===== src/rtl/harness_pkg.sv =====
// harness_pkg
//   Shared definitions for the simulation run controller:
//   - status codes driven on sim_harness_ctrl.status
//   - default tohost store address
//   - controller state enum and small helpers mapping a state to its
//     externally visible status / terminal flag
package harness_pkg;

  localparam logic [2:0] STATUS_HOLD    = 3'd0;
  localparam logic [2:0] STATUS_RUN     = 3'd1;
  localparam logic [2:0] STATUS_PASS    = 3'd2;
  localparam logic [2:0] STATUS_FAIL    = 3'd3;
  localparam logic [2:0] STATUS_TIMEOUT = 3'd4;
  localparam logic [2:0] STATUS_HANG    = 3'd5;

  localparam logic [31:0] TOHOST_ADDR_DEFAULT = 32'h0000_0FFC;

  typedef enum logic [2:0] {
    S_RESET_HOLD = 3'd0,
    S_RUN        = 3'd1,
    S_PASS       = 3'd2,
    S_FAIL       = 3'd3,
    S_TIMEOUT    = 3'd4,
    S_HANG       = 3'd5
  } state_e;

  // Externally visible status code for a controller state.
  function automatic logic [2:0] status_of(input state_e s);
    logic [2:0] code;
    case (s)
      S_RESET_HOLD: code = STATUS_HOLD;
      S_RUN:        code = STATUS_RUN;
      S_PASS:       code = STATUS_PASS;
      S_FAIL:       code = STATUS_FAIL;
      S_TIMEOUT:    code = STATUS_TIMEOUT;
      S_HANG:       code = STATUS_HANG;
      default:      code = STATUS_HOLD;
    endcase
    return code;
  endfunction

  // True for the states that end a run and wait for restart.
  function automatic logic is_terminal(input state_e s);
    logic term;
    case (s)
      S_PASS, S_FAIL, S_TIMEOUT, S_HANG: term = 1'b1;
      default:                           term = 1'b0;
    endcase
    return term;
  endfunction

endpackage


===== src/rtl/hang_detector.sv =====
// hang_detector
//   Watches the core PC during RUN and flags a self-loop.
//   hang is asserted combinationally in the RUN cycle that would be the
//   LOOP_LIMIT-th consecutive cycle with an unchanged PC.
// Ports:
//   clk   system clock, rising edge
//   rst   asynchronous active-low reset
//   run   controller is in RUN; low clears all tracking state
//   pc    core program counter
//   hang  self-loop detected this cycle
module hang_detector #(
  parameter int XLEN       = 32,
  parameter int LOOP_LIMIT = 8
) (
  input  logic            clk,
  input  logic            rst,
  input  logic            run,
  input  logic [XLEN-1:0] pc,
  output logic            hang
);

  // Counter only needs to reach LOOP_LIMIT-2: any hang takes the
  // controller out of RUN, which clears it.
  localparam int LOOP_W = (LOOP_LIMIT > 2) ? $clog2(LOOP_LIMIT) : 1;
  localparam logic [LOOP_W-1:0] LOOP_LAST = LOOP_W'(LOOP_LIMIT - 2);
  localparam logic [LOOP_W-1:0] LOOP_ONE  = LOOP_W'(1'b1);

  logic [XLEN-1:0]   pc_q_r;
  logic              pc_valid_r;
  logic [LOOP_W-1:0] loop_r;
  logic              same_s;

  // pc_valid guards the first RUN cycle, where pc_q holds no real sample.
  assign same_s = pc_valid_r && (pc == pc_q_r);
  assign hang   = same_s && (loop_r == LOOP_LAST);

  // PC history and equal-run counter; cleared whenever not running.
  always_ff @(posedge clk or negedge rst) begin
    if (!rst) begin
      pc_q_r     <= {XLEN{1'b0}};
      pc_valid_r <= 1'b0;
      loop_r     <= {LOOP_W{1'b0}};
    end else if (run) begin
      pc_q_r     <= pc;
      pc_valid_r <= 1'b1;
      loop_r     <= same_s ? (loop_r + LOOP_ONE) : {LOOP_W{1'b0}};
    end else begin
      pc_q_r     <= {XLEN{1'b0}};
      pc_valid_r <= 1'b0;
      loop_r     <= {LOOP_W{1'b0}};
    end
  end

endmodule


===== src/rtl/sim_harness_ctrl.sv =====
// sim_harness_ctrl
//   Run controller for the single-cycle RISC-V core: holds the core in
//   reset for RST_CYCLES edges, runs it, and ends the run on a tohost
//   store (PASS/FAIL), a cycle budget (TIMEOUT) or a PC self-loop (HANG).
// Ports:
//   clk          system clock, rising edge
//   rst          asynchronous active-low reset
//   restart      in a terminal state, start a new reset/run sequence
//   pc           core program counter (snooped)
//   mem_we       core data-memory write enable (snooped)
//   mem_addr     core data-memory address (snooped)
//   mem_wdata    core data-memory write data (snooped)
//   core_rst_n   active-low reset to the core, registered
//   done         high in any terminal state
//   pass         high only in PASS
//   status       0 HOLD, 1 RUN, 2 PASS, 3 FAIL, 4 TIMEOUT, 5 HANG
//   cycle_count  RUN cycles elapsed, frozen in terminal states
//   fail_code    mem_wdata>>1 of a failing tohost store
module sim_harness_ctrl
  import harness_pkg::*;
#(
  parameter int              RST_CYCLES  = 2,
  parameter int              MAX_CYCLES  = 1000,
  parameter int              LOOP_LIMIT  = 8,
  parameter int              XLEN        = 32,
  parameter int              CNT_W       = 32,
  parameter logic [XLEN-1:0] TOHOST_ADDR = XLEN'(TOHOST_ADDR_DEFAULT)
) (
  input  logic             clk,
  input  logic             rst,
  input  logic             restart,
  input  logic [XLEN-1:0]  pc,
  input  logic             mem_we,
  input  logic [XLEN-1:0]  mem_addr,
  input  logic [XLEN-1:0]  mem_wdata,
  output logic             core_rst_n,
  output logic             done,
  output logic             pass,
  output logic [2:0]       status,
  output logic [CNT_W-1:0] cycle_count,
  output logic [XLEN-1:0]  fail_code
);

  localparam int HOLD_W = (RST_CYCLES > 1) ? $clog2(RST_CYCLES) : 1;
  localparam logic [HOLD_W-1:0] HOLD_LAST = HOLD_W'(RST_CYCLES - 1);
  localparam logic [HOLD_W-1:0] HOLD_ONE  = HOLD_W'(1'b1);
  localparam logic [CNT_W-1:0]  CNT_LAST  = CNT_W'(MAX_CYCLES - 1);
  localparam logic [CNT_W-1:0]  CNT_ONE   = CNT_W'(1'b1);
  localparam logic [XLEN-1:0]   PASS_WORD = XLEN'(1'b1);

  state_e            state_r, state_s;
  logic [HOLD_W-1:0] hold_r, hold_s;
  logic [CNT_W-1:0]  cycle_count_r, cycle_count_s;
  logic [XLEN-1:0]   fail_code_r, fail_code_s;
  logic              core_rst_n_r, core_rst_n_s;
  logic              done_r, done_s;
  logic              pass_r, pass_s;
  logic [2:0]        status_r, status_s;
  logic              tohost_s, budget_s, hang_s, run_s;

  assign run_s    = (state_r == S_RUN);
  assign tohost_s = mem_we && (mem_addr == TOHOST_ADDR);
  assign budget_s = (cycle_count_r == CNT_LAST);

  hang_detector #(
    .XLEN       (XLEN),
    .LOOP_LIMIT (LOOP_LIMIT)
  ) u_hang (
    .clk  (clk),
    .rst  (rst),
    .run  (run_s),
    .pc   (pc),
    .hang (hang_s)
  );

  // Controller state register.
  always_ff @(posedge clk or negedge rst) begin
    if (!rst) begin
      state_r <= S_RESET_HOLD;
    end else begin
      state_r <= state_s;
    end
  end

  // Next-state logic; in RUN the tohost store outranks budget, budget outranks hang.
  always_comb begin
    state_s = state_r;
    case (state_r)
      S_RESET_HOLD: begin
        if (hold_r == HOLD_LAST) state_s = S_RUN;
        else                     state_s = S_RESET_HOLD;
      end
      S_RUN: begin
        if (tohost_s) begin
          if (mem_wdata == PASS_WORD) state_s = S_PASS;
          else                        state_s = S_FAIL;
        end else if (budget_s) begin
          state_s = S_TIMEOUT;
        end else if (hang_s) begin
          state_s = S_HANG;
        end else begin
          state_s = S_RUN;
        end
      end
      S_PASS, S_FAIL, S_TIMEOUT, S_HANG: begin
        if (restart) state_s = S_RESET_HOLD;
        else         state_s = state_r;
      end
      default: state_s = S_RESET_HOLD;
    endcase
  end

  // Hold counter, cycle counter and fail-code capture.
  always_comb begin
    cycle_count_s = cycle_count_r;
    fail_code_s   = fail_code_r;
    if ((state_r == S_RESET_HOLD) && (state_s == S_RESET_HOLD)) begin
      hold_s = hold_r + HOLD_ONE;
    end else begin
      hold_s = {HOLD_W{1'b0}};
    end
    case (state_r)
      S_RESET_HOLD: begin
        cycle_count_s = {CNT_W{1'b0}};
        fail_code_s   = {XLEN{1'b0}};
      end
      S_RUN: begin
        if (state_s == S_RUN) cycle_count_s = cycle_count_r + CNT_ONE;
        else                  cycle_count_s = cycle_count_r;
        if (state_s == S_FAIL) fail_code_s = {1'b0, mem_wdata[XLEN-1:1]};
        else                   fail_code_s = fail_code_r;
      end
      S_PASS, S_FAIL, S_TIMEOUT, S_HANG: begin
        if (restart) begin
          cycle_count_s = {CNT_W{1'b0}};
          fail_code_s   = {XLEN{1'b0}};
        end else begin
          cycle_count_s = cycle_count_r;
          fail_code_s   = fail_code_r;
        end
      end
      default: begin
        cycle_count_s = {CNT_W{1'b0}};
        fail_code_s   = {XLEN{1'b0}};
      end
    endcase
  end

  // Output decode from the next state so the registered outputs track state_r.
  always_comb begin
    core_rst_n_s = (state_s == S_RUN);
    status_s     = status_of(state_s);
    done_s       = is_terminal(state_s);
    pass_s       = (state_s == S_PASS);
  end

  // Datapath and output registers.
  always_ff @(posedge clk or negedge rst) begin
    if (!rst) begin
      hold_r        <= {HOLD_W{1'b0}};
      cycle_count_r <= {CNT_W{1'b0}};
      fail_code_r   <= {XLEN{1'b0}};
      core_rst_n_r  <= 1'b0;
      status_r      <= STATUS_HOLD;
      done_r        <= 1'b0;
      pass_r        <= 1'b0;
    end else begin
      hold_r        <= hold_s;
      cycle_count_r <= cycle_count_s;
      fail_code_r   <= fail_code_s;
      core_rst_n_r  <= core_rst_n_s;
      status_r      <= status_s;
      done_r        <= done_s;
      pass_r        <= pass_s;
    end
  end

  assign core_rst_n  = core_rst_n_r;
  assign status      = status_r;
  assign done        = done_r;
  assign pass        = pass_r;
  assign cycle_count = cycle_count_r;
  assign fail_code   = fail_code_r;

endmodule


===== config.mk =====
export PLATFORM = sky130hd
export DESIGN_NAME = sim_harness_ctrl
export DESIGN_NICKNAME = d
export VERILOG_FILES = /design/src/rtl/harness_pkg.sv /design/src/rtl/hang_detector.sv /design/src/rtl/sim_harness_ctrl.sv
export SDC_FILE = /design/constraint.sdc
export NUM_CORES = 1
export LEC_CHECK = 0
export BUFFER_PORTS_ARGS = -buffer_cell sky130_fd_sc_hd__buf_4
export CAP_MARGIN = 0
export CORE_MARGIN = 2
export CORE_UTILIZATION = 55
export DETAILED_ROUTE_END_ITERATION = 6
export PLACE_DENSITY = 0.85
export SLEW_MARGIN = 20
export SYNTH_ARGS = -nofsm -noshare
export SYNTH_HDL_FRONTEND = slang
export SYNTH_SLANG_ARGS = --single-unit

===== constraint.sdc =====
create_clock -name clk -period 6.5 [get_ports clk]
set_clock_uncertainty 0.2 [all_clocks]
set_input_delay 0.975 -clock clk [delete_from_list [all_inputs] [get_ports clk]]
set_output_delay 0.975 -clock clk [all_outputs]
set_load 0.01 [all_outputs]

==> impl_metrics.csv, run 1 <==
group,metric,value,unit
logic_synthesis,yosysUniqueCellTypes,57,
worst_setup_path,critical_path_class,"reg2reg",
die,dieArea,10400,sq um
die,num_rows,35,
timing,tns,0,ps
drt,drt_wl_total,13.9,mm
logic_synthesis,synthTopCellsByArea,"dfrtp_1 (52%), a22o_1 (5.1%), xnor2_1 (4.6%)",
drt,drc,0,
clock_network,cts_setup_buffers,0,
global_route,gr-total-overflow,0,
layout,fin_cells,792,
clock_network,postCtsHoldBufs,0,
worst_setup_path,worstSetupStartpointType,"flop",
drt,drt_pass1_iterations,5,
timing,period_share,0.615,
layout,post-route-util,0.725,
global_route,grt_pass1_vias,4651,
timing,rsz0062_at_grt,"false",
power,power_per_cell_area,177,nW/um^2
placement,portBuffers,168,
outcome,status,"complete, no violations",
logic_synthesis,netlist_area,5290,sq um
logic_synthesis,synth.largest_area_cell,"dfrtp_1",
placement,gp_congestion,0.880,
clock_network,htreeDepth,3,
clock_network,clk_path_buf_depth,2,
flow_run,cap_violations,0,
logic_synthesis,postSynth.asyncResetShare,1.00,
logic_synthesis,ys_seq_elements,109,
drt,viasPerCell,6.00,
clock_network,clk_latency,370,ps
placement,place_area,6550,sq um
logic_synthesis,ys_warn_count,0,
drt,drt_iter0_markers,401,
timing,finalSetupViolCount,0,
clock_network,cts.clk_slew.worst_paths,100,ps
logic_synthesis,synth_edf_count,0,
global_route,grt_max_degree,65,
global_route,grt_first_pass_wirelength,22.1,mm
clock_network,clockRootBuffer,"clkbuf_8",
layout,layout-drive-gt1-share,0.296,
die,pin_count,170,
logic_synthesis,postSynthCellCount,506,
global_route,grt_antenna_before_repair,0,
timing,period_needed,4000,ps
worst_setup_path,cp.required,6580,ps
worst_setup_path,cp_data_arrival_time,4080,ps
logic_synthesis,yosysMostFrequentCell,"dfrtp_1",
worst_setup_path,crit_path_end_kind,"flop",
timing,timing.slew.headroom,0.332,
drt,ant_nets,0,
drt,dr_total_vias,4752,
placement,place_inst,776,
layout,nets,761,
die,core_area,9280,sq um
layout,nFillCells,686,
die,fp.dieH,102,um
placement,place_hpwl,10.0,mm
timing,fmax,250,MHz
clock_network,cts_resized,0,
logic_synthesis,syn_area_per_cell,10.5,sq um
die,start_util,0.570,
logic_synthesis,synth_seq_area_share,0.516,
timing,worst_pin_slew,1000,ps
power,ir_drop,0.000127,V
layout,area_growth,27.3,%
logic_synthesis,netlist_top_cells_count,"dfrtp_1 (109), nand2_1 (38), and3_1 (34)",
drt,wire_per_inst,17.5,um
timing,drv_slew,0,
timing,hold_violations,0,
worst_hold_path,hold_class,"reg2reg",
worst_setup_path,path_max_fanout,38,
layout,antennaDiodeCount,0,
clock_network,cts_buffers,9,
layout,final_area,6730,sq um
power,p_leak,0.00328,uW
logic_synthesis,mappedNetlistNets,609,
global_route,track_usage,0.268,
logic_synthesis,ys.flop_type,"dfrtp_1",
clock_network,tritoncts,"built",
power,power.total,1190,uW
clock_network,cts.sinks,109,
die,die_w,102,um
logic_synthesis,post-synth-top-area-fraction,0.516,
[placed cells by master (no fill, tap or decap), types with 5 or more instances in the layout]
cell type  synthesis  final
nor2_1            28     28
inv_1             12     12
xnor2_1           28     28
o21ai_0           17     17
and3_1            34     34
a21oi_1           17     17
or4_1              7      7
nand3_1           16     16
nor3_1             6      6
buf_4              2    171
a21o_1             5      5
a31oi_1           14     14
a22o_1            31     31
nand2_1           38     38
nor4_1            18     18
and4_1             5      5
clkbuf_8           0     11
dfrtp_1          109    109
nand4_1           23     23
o22a_1             7      7
xor2_1             7      7
[critical path, cell delays in order (launching register included)]
cell	delay (ps)
dfrtp_1	1010
nand2_1	550
inv_1	830
and3_1	300
nand2_1	310
or4_1	610
o21ai_0	100
[through the flow]
step / hold WS, ps / setup slack [ps]
after global routing: 268 / 2250
after detailed placement: 237 / 2450
final: 261 / 2500
after floorplan: 204 / 3360
after CTS: 252 / 2610
after global placement: 226 / 2660
[logic make-up (layout without fill, tap and decap cells)]
family,Yosys count,count (layout),share of synthesized area
buf+inv,42,199,0.0457
simple gates,197,197,0.208
mux,3,3,0.00568
flops,109,109,0.516
compound gates,116,116,0.159
fa+ha+maj,3,3,0.00710
xor+xnor,35,35,0.0580
other cells,1,1,0.000709
[layout make-up]
cell class	instances	area, sq um	area share
Timing Repair Buffer	171	1280	0.191
Inverter	12	45.0	0.00669
Clock inverter	4	31.3	0.00465
Multi-Input combinational cell	355	2330	0.346
Tap cell	129	161	0.0240
Clock buffer	12	155	0.0230
Sequential cell	109	2730	0.405
[worst paths after layout]
kind,cells after the start,endpoint,startpoint,slack (ps)
worst max-delay path,6,cycle_count[30],state_r[0],2500
worst min-delay path,1,hold_r,hold_r,260
worst max register to register,6,cycle_count[30],state_r[0],2500
worst min register to register,1,hold_r,hold_r,260
max in group asynchronous,2,hold_r,rst,4470
min in group asynchronous,1,fail_code[20],rst,400
[state kept, by name, summed over array words and instances (netlist names), 3 cells and up]
name,cells
cycle_count,32
u_hang.pc_q_r,32
fail_code,31
state_r,3
status,3
u_hang.loop_r,3
[routing by layer]
layer  wire length [um]  GRT usage  part of all wire  vias to the layer above
li1                   -          -                 -                     2181
met1               5930      0.367              0.43                     2285
met2               6540      0.441              0.47                      260
met3               1130     0.0349             0.082                       26
met4                260     0.0995             0.019                        0
met5                  0          0                 0                        -
[report_power, final]
part	switching (uW)	internal (uW)	leakage, uW
Combinational	48.1	59.6	0.00179
Clock	229	162	0.0000852
Sequential	4.94	688	0.00140
Total	282	909	0.00328
No activity file was read; power rests on OpenSTA's default activity.
==> inputs of run 2 (changes only) <==
Settings changed: CORE_UTILIZATION 55 to 46, PLACE_DENSITY 0.85 to 0.76.
Clock period 6.5 ns to 3.4 ns, I/O delays scaled along.
==> run 2 against run 1 <==
  * Sequential share of layout area shrank 0.88 points
  * Power grew 110%
  * Critical path depth grew 2
  * Setup slack lost 2000 ps
  * Maximum frequency grew 37%
  * Design area grew 2.2%
  * Sequential cell count is the same
  * Sequential power grew 90%
  * Via count grew 0.80%
  * Final cell count grew 2.4%
  * Largest power group unchanged
==> impl_metrics.csv, run 2 (synthesis results as in run 1) <==
group,metric,value,unit
outcome,status,"complete, no violations",
worst_setup_path,worstSetupStartpointType,"flop",
drt,dr_total_vias,4790,
clock_network,cts.sinks,109,
timing,drv_slew,0,
drt,drt_wl_total,14.1,mm
placement,gp_congestion,0.915,
clock_network,htreeDepth,3,
layout,seq_area,2730,sq um
timing,tns,0,ps
drt,viasPerCell,5.91,
worst_setup_path,critical_path_class,"reg2reg",
die,num_rows,39,
layout,final_cell_mix,"buf_4 (175), dfrtp_1 (109), nand2_1 (38), and3_1 (34), a22o_1 (31)",
die,fp.dieH,111,um
layout,area_growth,30.1,%
layout,antennaDiodeCount,0,
clock_network,cts_buffers,9,
clock_network,tritoncts,"built",
die,pin_count,170,
clock_network,clockRootBuffer,"clkbuf_16",
clock_network,cts.clk_slew.worst_paths,70,ps
clock_network,cts_setup_buffers,0,
layout,nets,766,
global_route,grt_antenna_before_repair,0,
clock_network,clk_path_buf_depth,2,
layout,nFillCells,957,
layout,final_common_cell,"buf_4",
timing,fmax,342,MHz
timing,rsz0062_at_grt,"false",
die,die_w,111,um
worst_hold_path,hold_class,"in2async",
timing,worst_pin_slew,933,ps
layout,multi_input_area,2330,sq um
drt,drt_pass1_iterations,6,
worst_setup_path,path_cells,"ha_1 -> nor4bb_1 -> nand4_1 -> or3_1 -> and3_1 -> nand2_1 -> o21ai_0 -> a21boi_0",
worst_setup_path,rrSetupSlack,480,ps
timing,timing.slew.headroom,0.378,
worst_setup_path,cp.required,3400,ps
worst_setup_path,crit_path_end_kind,"flop",
placement,dp_slack,194,ps
worst_setup_path,path_buf_inv,0,
global_route,track_usage,0.229,
drt,ant_nets,0,
global_route,grt_pass1_vias,4579,
clock_network,cts_resized,0,
die,core_area,11300,sq um
power,power_per_cell_area,365,nW/um^2
power,ir_drop,0.000202,V
worst_setup_path,cp_top_family,"simple AND/OR/NAND/NOR gates",
clock_network,postCtsHoldBufs,0,
worst_setup_path,path_max_fanout,13,
global_route,grt_max_degree,74,
clock_network,clk_latency,340,ps
placement,place_hpwl,10.0,mm
global_route,grt_first_pass_wirelength,23.0,mm
drt,wire_per_inst,17.4,um
power,p_leak,0.00336,uW
timing,hold_violations,0,
flow_run,cap_violations,0,
worst_setup_path,cp_data_arrival_time,2920,ps
worst_setup_path,cpMaxStageDelayCell,"dfrtp_1",
timing,finalSetupViolCount,0,
worst_setup_path,max_stage_delay,420,ps
global_route,gr-total-overflow,0,
drt,drt_iter0_markers,438,
die,dieArea,12400,sq um
timing,period_needed,2920,ps
timing,period_share,0.860,
power,power.total,2510,uW
layout,layout-drive-gt1-share,0.298,
timing,worst_slack,477,ps
drt,drc,0,
placement,portBuffers,168,
die,start_util,0.467,
-- run 2: cell type report --
cell class	instances	area share
Multi-Input combinational cell	355	0.338
Clock inverter	4	0.00345
Tap cell	143	0.0260
Timing Repair Buffer	176	0.194
Sequential cell	109	0.396
Inverter	12	0.00654
Clock buffer	12	0.0358
-- run 2: worst reg2reg max path, delay by kind of cell (launching register included) --
kind	cells	cell delay (ps)
AND/OR/NAND/NOR	5	1530
flip-flops	1	420
AO/OA/AOI/OAI	2	350
adder cells (fa/ha/maj)	1	260
-- run 2: path summary, 6_finish.rpt --
path / start / end / cells past startpoint
setup reg to reg: cycle_count[0] / cycle_count[26] / 8
max in group asynchronous: rst / u_hang.pc_q_r[14] / 2
hold / removal: rst / cycle_count[12] / 1
hold reg to reg: hold_r / hold_r / 1
setup / recovery: cycle_count[0] / cycle_count[26] / 8
min in group clk: mem_wdata[1] / fail_code[0] / 2
-- run 2: routing by layer --
layer	share of wire	GRT usage	routed length (um)	vias to the layer above
li1	-	-	-	2196
met1	0.45	0.328	6340	2339
met2	0.46	0.351	6490	232
met3	0.075	0.0443	1060	23
met4	0.018	0.0765	261	0
met5	0	0	0	-
-- run 2: metrics by stage --
stage	util	instances	cell area, sq um	hold slack [ps]
final	0.608	811	6880	103
after global routing	0.608	811	6880	179
after floorplan	-	506	5290	14.4
after global placement	0.583	795	6610	221
after detailed placement	0.583	795	6610	223
after CTS	0.607	811	6880	146
-- run 2: power by group --
| part | internal (uW) | switching (uW) | leakage (uW) | total [uW] |
|---|---|---|---|---|
| combinational | 116 | 94.0 | 0.00181 | 210 |
| clock | 516 | 459 | 0.000136 | 975 |
| sequential | 1320 | 9.56 | 0.00140 | 1320 |
